`config.mk`:
```
export PLATFORM = sky130hd
export DESIGN_NAME = ccff_bitstream_loader
export DESIGN_NICKNAME = d
export VERILOG_FILES = /design/src/rtl/ccff_pkg.sv /design/src/rtl/ccff_word_serializer.sv /design/src/rtl/ccff_bitstream_loader.sv
export SDC_FILE = /design/constraint.sdc
export NUM_CORES = 1
export LEC_CHECK = 0
export CAP_MARGIN = 20
export CELL_PAD_IN_SITES_DETAIL_PLACEMENT = 0
export CELL_PAD_IN_SITES_GLOBAL_PLACEMENT = 1
export CORE_MARGIN = 2
export CORE_UTILIZATION = 39
export DETAILED_ROUTE_END_ITERATION = 8
export PLACE_DENSITY_LB_ADDON = 0.08
export SLEW_MARGIN = 20
export SYNTH_ARGS = -nofsm -noshare
export SYNTH_HDL_FRONTEND = slang
export SYNTH_HIERARCHICAL = 1
export SYNTH_SLANG_ARGS = --single-unit
```
`constraint.sdc`:
```
create_clock -name prog_clk -period 2.4 [get_ports prog_clk]
set_clock_uncertainty 0.2 [all_clocks]
set_input_delay 0.48 -clock prog_clk [delete_from_list [all_inputs] [get_ports prog_clk]]
set_output_delay 0.48 -clock prog_clk [all_outputs]
set_load 0.01 [all_outputs]
```
`src/rtl/ccff_pkg.sv`:
```
// ccff_pkg: shared state encoding, default sentinel and counter sizing for the ccff loader
package ccff_pkg;
  typedef enum logic [1:0] {IDLE, SENT, LOAD, DONE} state_t;
  localparam logic [7:0] DEF_SENTINEL = 8'hA5;
  function automatic int cnt_w(input int chain_len, input int sent_w);
    return $clog2(chain_len + sent_w + 1);
  endfunction
endpackage

```
`src/rtl/ccff_word_serializer.sv`:
```
// ccff_word_serializer: word register feeding the chain MSB first, with last-word truncation
module ccff_word_serializer
  import ccff_pkg::*;
#(
  parameter int CHAIN_LEN = 1024,
  parameter int DATA_W = 8,
  parameter int CW = cnt_w(1024, 8)
)(
  input  logic              prog_clk,
  input  logic              prog_reset,
  input  logic              en,
  input  logic              clear,
  input  logic              shift,
  input  logic [DATA_W-1:0] cfg_data,
  input  logic              cfg_valid,
  output logic              cfg_ready,
  output logic              has_bit,
  output logic              bit_out
);
  localparam int LW = $clog2(DATA_W + 1);
  logic [DATA_W-1:0] wr;
  logic [LW-1:0] left;
  logic [CW-1:0] rem, used;
  logic accept;
  // rem counts chain bits still to be fetched, so the final word keeps only its top bits
  always_comb begin
    used = (rem < CW'(DATA_W)) ? rem : CW'(DATA_W);
    has_bit = left != '0;
    bit_out = wr[DATA_W-1];
    cfg_ready = en && rem != '0 && (left == '0 || (left == LW'(1) && shift));
    accept = cfg_valid && cfg_ready;
  end
  always_ff @(posedge prog_clk) begin
    if (prog_reset) begin
      wr <= '0;
      left <= '0;
      rem <= '0;
    end else if (clear) begin
      left <= '0;
      rem <= CW'(CHAIN_LEN);
    end else if (accept) begin
      wr <= cfg_data;
      left <= LW'(used);
      rem <= rem - used;
    end else if (shift) begin
      wr <= wr << 1;
      left <= left - LW'(1);
    end
  end
endmodule

```
`src/rtl/ccff_bitstream_loader.sv`:
```
// ccff_bitstream_loader: shifts sentinel + bitstream into a ccff chain and verifies the tail
module ccff_bitstream_loader
  import ccff_pkg::*;
#(
  parameter int CHAIN_LEN = 1024,
  parameter int DATA_W = 8,
  parameter int SENT_W = 8,
  parameter logic [SENT_W-1:0] SENTINEL = SENT_W'(DEF_SENTINEL)
)(
  input  logic              prog_clk,
  input  logic              prog_reset,
  input  logic              start,
  input  logic [DATA_W-1:0] cfg_data,
  input  logic              cfg_valid,
  output logic              cfg_ready,
  output logic              ccff_head,
  output logic              ccff_shift_en,
  input  logic              ccff_tail,
  output logic              busy,
  output logic              done,
  output logic              error
);
  localparam int CW = cnt_w(CHAIN_LEN, SENT_W);
  state_t state, nxt;
  logic [CW-1:0] g, sidx;
  logic [SENT_W-1:0] ssh;
  logic err, go, has_bit, bit_out, ld_shift, mis;
  // one sentinel bit select serves both the head mux (SENT) and the tail check (LOAD)
  always_comb begin
    go = start && (state == IDLE || state == DONE);
    busy = state == SENT || state == LOAD;
    done = state == DONE;
    error = done && err;
    ld_shift = state == LOAD && has_bit;
    ccff_shift_en = state == SENT || ld_shift;
    sidx = (state == SENT) ? CW'(SENT_W - 1) - g : CW'(CHAIN_LEN + SENT_W - 1) - g;
    ssh = SENTINEL >> sidx;
    ccff_head = (state == SENT) ? ssh[0] : ld_shift && bit_out;
    mis = ld_shift && g >= CW'(CHAIN_LEN) && ccff_tail != ssh[0];
    nxt = go ? SENT :
          (state == SENT && g == CW'(SENT_W - 1)) ? LOAD :
          (ld_shift && g == CW'(CHAIN_LEN + SENT_W - 1)) ? DONE : state;
  end
  always_ff @(posedge prog_clk) begin
    if (prog_reset) begin
      state <= IDLE;
      g <= '0;
      err <= 1'b0;
    end else begin
      state <= nxt;
      g <= go ? '0 : g + CW'(ccff_shift_en);
      err <= go ? 1'b0 : err | mis;
    end
  end
  ccff_word_serializer #(.CHAIN_LEN(CHAIN_LEN), .DATA_W(DATA_W), .CW(CW)) u_ser (
    .prog_clk(prog_clk),
    .prog_reset(prog_reset),
    .en(busy),
    .clear(go),
    .shift(ld_shift),
    .cfg_data(cfg_data),
    .cfg_valid(cfg_valid),
    .cfg_ready(cfg_ready),
    .has_bit(has_bit),
    .bit_out(bit_out)
  );
endmodule

```
==> metrics, run 1 <==
GRT overflow 0; die height about 77 microns; Clock Latency Late Sink 0.28 ns; Worst Path Required 1.72 ns; TritonCTS clock tree yes; Worst VDD drop 0.236 mV; switching power 0.000365 W; asr flop ratio synth 0%; GR peak layer met2; first-pass GRT wire length 8260 microns; routed via count 1891; Post-Syn Area around 0.0021 sq mm; Reg power frac 48.7%; Max Freq 420 MHz; gpl congestion 0.843; FP Rows 26; reg2reg start state[1]; syn nets ~270; DRC violations left 0; Worst Hold Launch u_ser/wr[6]; Ys Warns 6; vias per inst 5.02; Max Buffers Root-to-Sink 2; number of fill cells 525; Die X-Extent 77.1 microns; r2r endpoint g[10]; Avg WL per Cell 12.8 microns; area grow syn2layout 36.7%; Tcrit/Tclk final 99.2%; RSZ-0062 raised after global routing true; Port Buffers 18; Hold Vio Cnt, Final 0; CP startpoint kind register; flop2flop setup slack 0.11 ns; Internal 0.000955 W; Slew Viols, Final 0; Hold-fix buffers, CTS 0; Sw Ratio 27.7%; Levels on crit path 6; hold depth 2; count of cell types in the netlist between 50 and 60; fin nets 330; P_leak 1.12 nW; Max FO, Critical Path 2; Syn Area/Cell 8.58 sq um; DRT antenna net count 0; clock sinks 37; sequential share of the synthesized area 35.5%; Critical-path top delay cell or4_4; I/O pin total 19; Final Cell Area 0.00285 sq mm; clock slew at reported path FFs 0.08 ns; Max-cap violations 0; DR pass1 iterations 4; post-detailed-placement half-perimeter wirelength 3550 microns; cell count after synthesis around 240; number of DRC markers in iteration 0 approximately 70; number of flops mapped to enable cells by yosys 0; fin crit period about 2.4 ns; worst hold slack 0.263 ns; post-synthesis register bit count 37; All-Layer GR Usage between 10% and 20%; Crit. End Element primary output; htree depth 2; die area 0.00595 sq mm; main flop type after synthesis dfxtp_1; Top Family by Delay on Critical Path simple AND/OR/NAND/NOR gates; fin util 55.5%; final setup vio count 0; vias in the first global route 1771; met2 GRT Util 25.1%; GR Util met1 24.3%; DRT Wirelength 4830 microns; WHS Endpoint u_ser/wr[6]; largest net degree at the start of global routing 14; M3 GR Usage 3.88%; Post-DP Area 0.00266 sq mm; Placeable Area 0.00514 sq mm; ant diodes 0; CP cell instances or4_4 > o22ai_2 > o2111a_2 > nand2_1 > o21ai_1 > buf_2; Hold WC Path Type reg -> reg; pwr/cell area 463 mW/mm^2; Clk pwr share 32.2%; WP buf/inv 1; WP data arrival 1.70 ns; initial antenna violation count 0; cells on worst reg2reg path 11; Comb pwr share 19.1%; Setup Crit Path Kind reg -> out; cts bufs inserted 5; outcome finished clean; max incr delay on CP 0.53 ns; CTS root buf clkbuf_8; initial core utilization 40.6%; share of post-route cells with drive strength above 1 between 30% and 40%
-- metal layers --
| layer | vias to the layer above | part of all wire, % |
|---|---|---|
| li1 | 980 | - |
| met1 | 882 | 53 |
| met2 | 27 | 42 |
| met3 | 2 | 4.1 |
| met4 | 0 | 0.68 |
| met5 | - | 0 |
-- stage by stage --
step / instances / setup WS [ns] / setup TNS [ns] / power (W)
after floorplan: 243 / 0.00837 / 0 / 0.000783
after CTS: 377 / -0.00447 / -0.00447 / 0.00132
after global routing: 377 / -0.0782 / -0.155 / 0.00139
after detailed placement: 368 / -0.123 / -0.340 / 0.000890
final: 377 / 0.0201 / 0 / 0.00132
after global placement: 368 / -0.110 / -0.231 / 0.000891
-- power groups by stage --
stage	clock network, W	registers [W]	logic [W]
2_1_floorplan	0	0.000654	0.000129
3_3_place_gp	0	0.000654	0.000237
3_5_place_dp	0	0.000654	0.000236
4_1_cts	0.000444	0.000640	0.000237
5_1_grt	0.000472	0.000645	0.000277
6_report	0.000425	0.000643	0.000252
-- flip-flops by register name, indices dropped and copies added (netlist names) --
name	flops
g	11
u_ser/rem	11
u_ser/wr	8
u_ser/left	4
state	2
err	1
-- tightest hold or removal path: stages, from the launching register on --
cell,delay [ns]
dfxtp_1,0.31
inv_1,0.05
a2111oi_1,0.06
-- placed cells by master, fill, tap and decap left out, types with 3 or more instances in the layout --
master / count
nor4_4: 3
clkbuf_8: 5
inv_1: 16
ha_2: 3
a2111oi_1: 3
and3_1: 3
ha_1: 6
clkdlybuf4s50_1: 15
nand2_1: 21
nor3_1: 19
dfxtp_2: 6
dfxtp_1: 31
nand4_1: 3
nor2_1: 24
xor2_1: 9
o31ai_1: 3
buf_4: 43
nand3_1: 6
a21oi_1: 13
and2_1: 5
a2111oi_2: 4
or4_1: 3
or3_1: 3
xnor2_1: 9
-- worst max path at each step --
stage / startpoint / end / slack [ns]
CTS: g[6] / ccff_head / -0.004
finish: g[6] / ccff_head / 0.02
global placement: g[6] / ccff_head / -0.11
floorplan: u_ser/left[0] / u_ser/rem[10] / 0.008
global route: g[6] / ccff_head / -0.08
detailed placement: state[0] / ccff_head / -0.12
-- cells by family after synthesis --
family	after synthesis	share of synthesized area [%]
other cells	1	0.180
compound gates	41	14.6
xor+xnor	19	8.34
flops	37	35.5
fa+ha+maj	11	6.60
simple gates	111	29.9
buf+inv	23	4.86
-- synthesized netlist by cell type (2+ instances only) --
library cell / number / area (sq um)
and3_1: 4 / 25.0
ha_1: 11 / 138
or4_4: 2 / 22.5
o31ai_1: 3 / 22.5
clkbuf_1: 4 / 15.0
dfxtp_1: 37 / 741
inv_1: 16 / 60.1
or4_1: 3 / 22.5
nand2_1: 22 / 82.6
nor3_1: 20 / 100
nor2_1: 24 / 90.1
nor4_4: 2 / 42.5
and2_1: 5 / 31.3
nor4_1: 2 / 12.5
o21ai_0: 3 / 15.0
nand4_1: 3 / 18.8
a31oi_1: 2 / 12.5
or3_1: 3 / 18.8
xor2_1: 9 / 78.8
or2_2: 2 / 12.5
xnor2_1: 9 / 78.8
a21oi_1: 13 / 65.1
a2111oi_1: 7 / 70.1
buf_4: 2 / 15.0
nand3_1: 7 / 35.0
and4_1: 2 / 17.5
-- area by class of cell --
type | instances | area, sq um | area share (%)
multi-input combinational | 183 | 1350 | 47.3
clock buffer | 6 | 72.6 | 2.54
inverter | 16 | 60.1 | 2.11
clock inverter | 2 | 10.0 | 0.351
timing repair buffer | 63 | 524 | 18.4
tap | 70 | 87.6 | 3.07
sequential | 37 | 748 | 26.2
-- what timing repair did --
item	CTS	global route
endpoints found under the setup margin	11	19
buffers inserted	1	0
resized for setup	12	28
pin swaps	2	8
No activity file was read; power rests on OpenSTA's default activity.
==> run 2: changes to the inputs <==
- ABC_CLOCK_PERIOD_IN_PS: unset -> 2400
==> results of run 2 <==
Final layout, timing and power as in run 1 (identical DEF).
==> run 3: changes to the inputs <==
- CORE_ASPECT_RATIO: unset -> 1.1
- CORE_UTILIZATION: 39 -> 43
- CTS_CLUSTER_DIAMETER: unset -> 30
- DONT_BUFFER_PORTS: unset -> 1
==> run 3 against run 2 <==
Effect of this change: clock-buffer cell count did not move; total power rose by 6.7%; register-to-register slack barely moved; combinational power fell by 21%; global-route usage rose by 1.2 points; flip-flop and latch count did not move; sequential share of layout area rose by 3.9 points; cell area fell by 12%; setup slack improved by 0.048 ns; critical path type unchanged; critical endpoint unchanged; largest cell class unchanged; highest routed layer unchanged.
==> metrics, run 3 (synthesis results as in run 1) <==
Clock Latency Late Sink 0.29 ns (was 0.28 ns); All-Layer GR Usage 18.3% (was 17.0%); gpl congestion 0.810 (was 0.843); fin crit period 2.33 ns (was 2.38 ns); Levels on crit path 5 (was 6); Crit. End Element primary output (unchanged); reg2reg start u_ser/rem[6] (was state[1]); r2r endpoint u_ser/rem[4] (was g[10]); Worst Setup Slack, final 0.0679 ns (was 0.0201 ns); WP data arrival 1.65 ns (was 1.70 ns); share of post-route cells with drive strength above 1 26.6% (was 30.3%); max incr delay on CP 0.52 ns (was 0.53 ns); Top Family by Delay on Critical Path simple AND/OR/NAND/NOR gates (unchanged); largest net degree at the start of global routing 15 (was 14); pwr/cell area 562 mW/mm^2 (was 463 mW/mm^2); ant diodes 0 (unchanged); die height 77.0 microns (was 77.1 microns); vias per inst 5.53 (was 5.02); vias in the first global route 1703 (was 1771); area grow syn2layout 20.2% (was 36.7%); Setup Crit Path Kind reg -> out (unchanged); I/O pin total 19 (unchanged); flop2flop setup slack 0.12 ns (was 0.11 ns); Setup TNS Final 0 ns (unchanged); initial core utilization 44.8% (was 40.6%); Critical-path top delay cell or4_4 (unchanged); initial antenna violation count 0 (unchanged); cells on worst reg2reg path 9 (was 11); Largest regs g (11), u_ser/rem (11), u_ser/wr (8) (unchanged); FP Rows 26 (unchanged); DR pass1 iterations 4 (unchanged); Max Buffers Root-to-Sink 2 (unchanged); Hold Vio Cnt, Final 0 (unchanged); fin nets 290 (was 330); Avg WL per Cell 14.4 microns (was 12.8 microns); CTS root buf clkbuf_8 (unchanged); Hold WC Path Type in -> reg (was reg -> reg); Worst VDD drop 0.317 mV (was 0.236 mV); CP cell instances or4_4 > o22ai_2 > o2111a_2 > nand2_1 > o21ai_2 (was or4_4 > o22ai_2 > o2111a_2 > nand2_1 > o21ai_1 > buf_2); Port Buffers 0 (was 18); GRT overflow 0 (unchanged); TritonCTS clock tree yes (unchanged); Setup crit end ccff_head (unchanged); pre-CTS setup slack -0.0192 ns (was -0.123 ns); Slew Viols, Final 0 (unchanged); htree depth 2 (unchanged); CP startpoint kind register (unchanged); most common cell after layout, fill and taps aside dfxtp_1 (was buf_4); DRT Wirelength 4660 microns (was 4830 microns); WP buf/inv 0 (was 1); P_leak 0.927 nW (was 1.12 nW); first-pass GRT wire length 8020 microns (was 8260 microns); DRT antenna net count 0 (unchanged); Max-cap violations 0 (unchanged); clock slew at reported path FFs 0.08 ns (about the same); cts bufs inserted 5 (unchanged); post-detailed-placement half-perimeter wirelength 3380 microns (was 3550 microns); commonest non-fill, non-tap cells in the layout 27 x dfxtp_1, 24 x nor2_1, 23 x buf_4 (was 43 x buf_4, 31 x dfxtp_1, 24 x nor2_1); die area 0.00542 sq mm (was 0.00595 sq mm); Tcrit/Tclk final 97.2% (was 99.2%); Die X-Extent 70.4 microns (was 77.1 microns); Max Freq 429 MHz (was 420 MHz); Setup crit start g[7] (was g[6]); outcome finished clean (unchanged); routed via count 1786 (was 1891); DRC violations left 0 (unchanged); Max FO, Critical Path 3 (was 2); final setup vio count 0 (unchanged); Placeable Area 0.00465 sq mm (was 0.00514 sq mm); RSZ-0062 raised after global routing true (unchanged); Worst Path Required 1.72 ns (about the same); number of DRC markers in iteration 0 79 (was 69); clock sinks 37 (unchanged)
## run 3: per-stage QoR
| stage | hold slack (ns) | std cells | util (%) | total power (W) | instance area (sq um) |
|---|---|---|---|---|---|
| 2_1_floorplan | 0.241 | 243 | - | 0.000783 | 2090 |
| 6_report | 0.0458 | 323 | 53.9 | 0.00141 | 2510 |
| 4_1_cts | 0.0364 | 318 | 51.4 | 0.00141 | 2390 |
| 5_1_grt | 0.0258 | 323 | 53.9 | 0.00148 | 2510 |
| 3_5_place_dp | 0.242 | 308 | 48.0 | 0.000834 | 2230 |
| 3_3_place_gp | 0.236 | 308 | 48.0 | 0.000832 | 2230 |
## run 3: worst min path at each step
stage | startpoint | end | slack, ns | cells after the start
floorplan | u_ser/wr[7] | u_ser/wr[7] | 0.24 | 2
global placement | u_ser/wr[3] | u_ser/wr[3] | 0.24 | 2
CTS | prog_reset | u_ser/rem[10] | 0.04 | 1
finish | prog_reset | u_ser/wr[7] | 0.05 | 1
detailed placement | u_ser/wr[5] | u_ser/wr[5] | 0.24 | 2
global route | prog_reset | u_ser/wr[0] | 0.03 | 1
## run 3: repair_timing
item / in CTS / in global routing
gates resized for setup: 9 / 24
hold buffers: 0 / 0
buffers inserted: 2 / 5
gates cloned: 0 / 0
setup endpoints to repair: 3 / 21
pin swaps: 3 / 10
## run 3: area by class of cell
type	instances	area (sq um)
clock buffer	6	82.6
clock inverter	2	37.5
timing repair buffer	23	173
multi-input combinational	183	1330
tap	56	70.1
fill	438	2150
inverter	16	60.1
sequential	37	756
## run 3: routing by layer
layer  share of wire [%]  wire length (microns)  vias up  global-route usage [%]
li1                    -                      -      906                       -
met1                  45                   2110      858                    23.2
met2                  51                   2370       15                    30.6
met3                 2.1                     97        7                    4.07
met4                 1.8                     82        0                    5.96
met5                   0                      0        -                       0
## run 3: power by group
| group | internal, W | switching [W] |
|---|---|---|
| registers | 0.000627 | 0.0000169 |
| logic | 0.0000900 | 0.000109 |
| clock network | 0.000338 | 0.000228 |
| total | 0.00106 | 0.000354 |
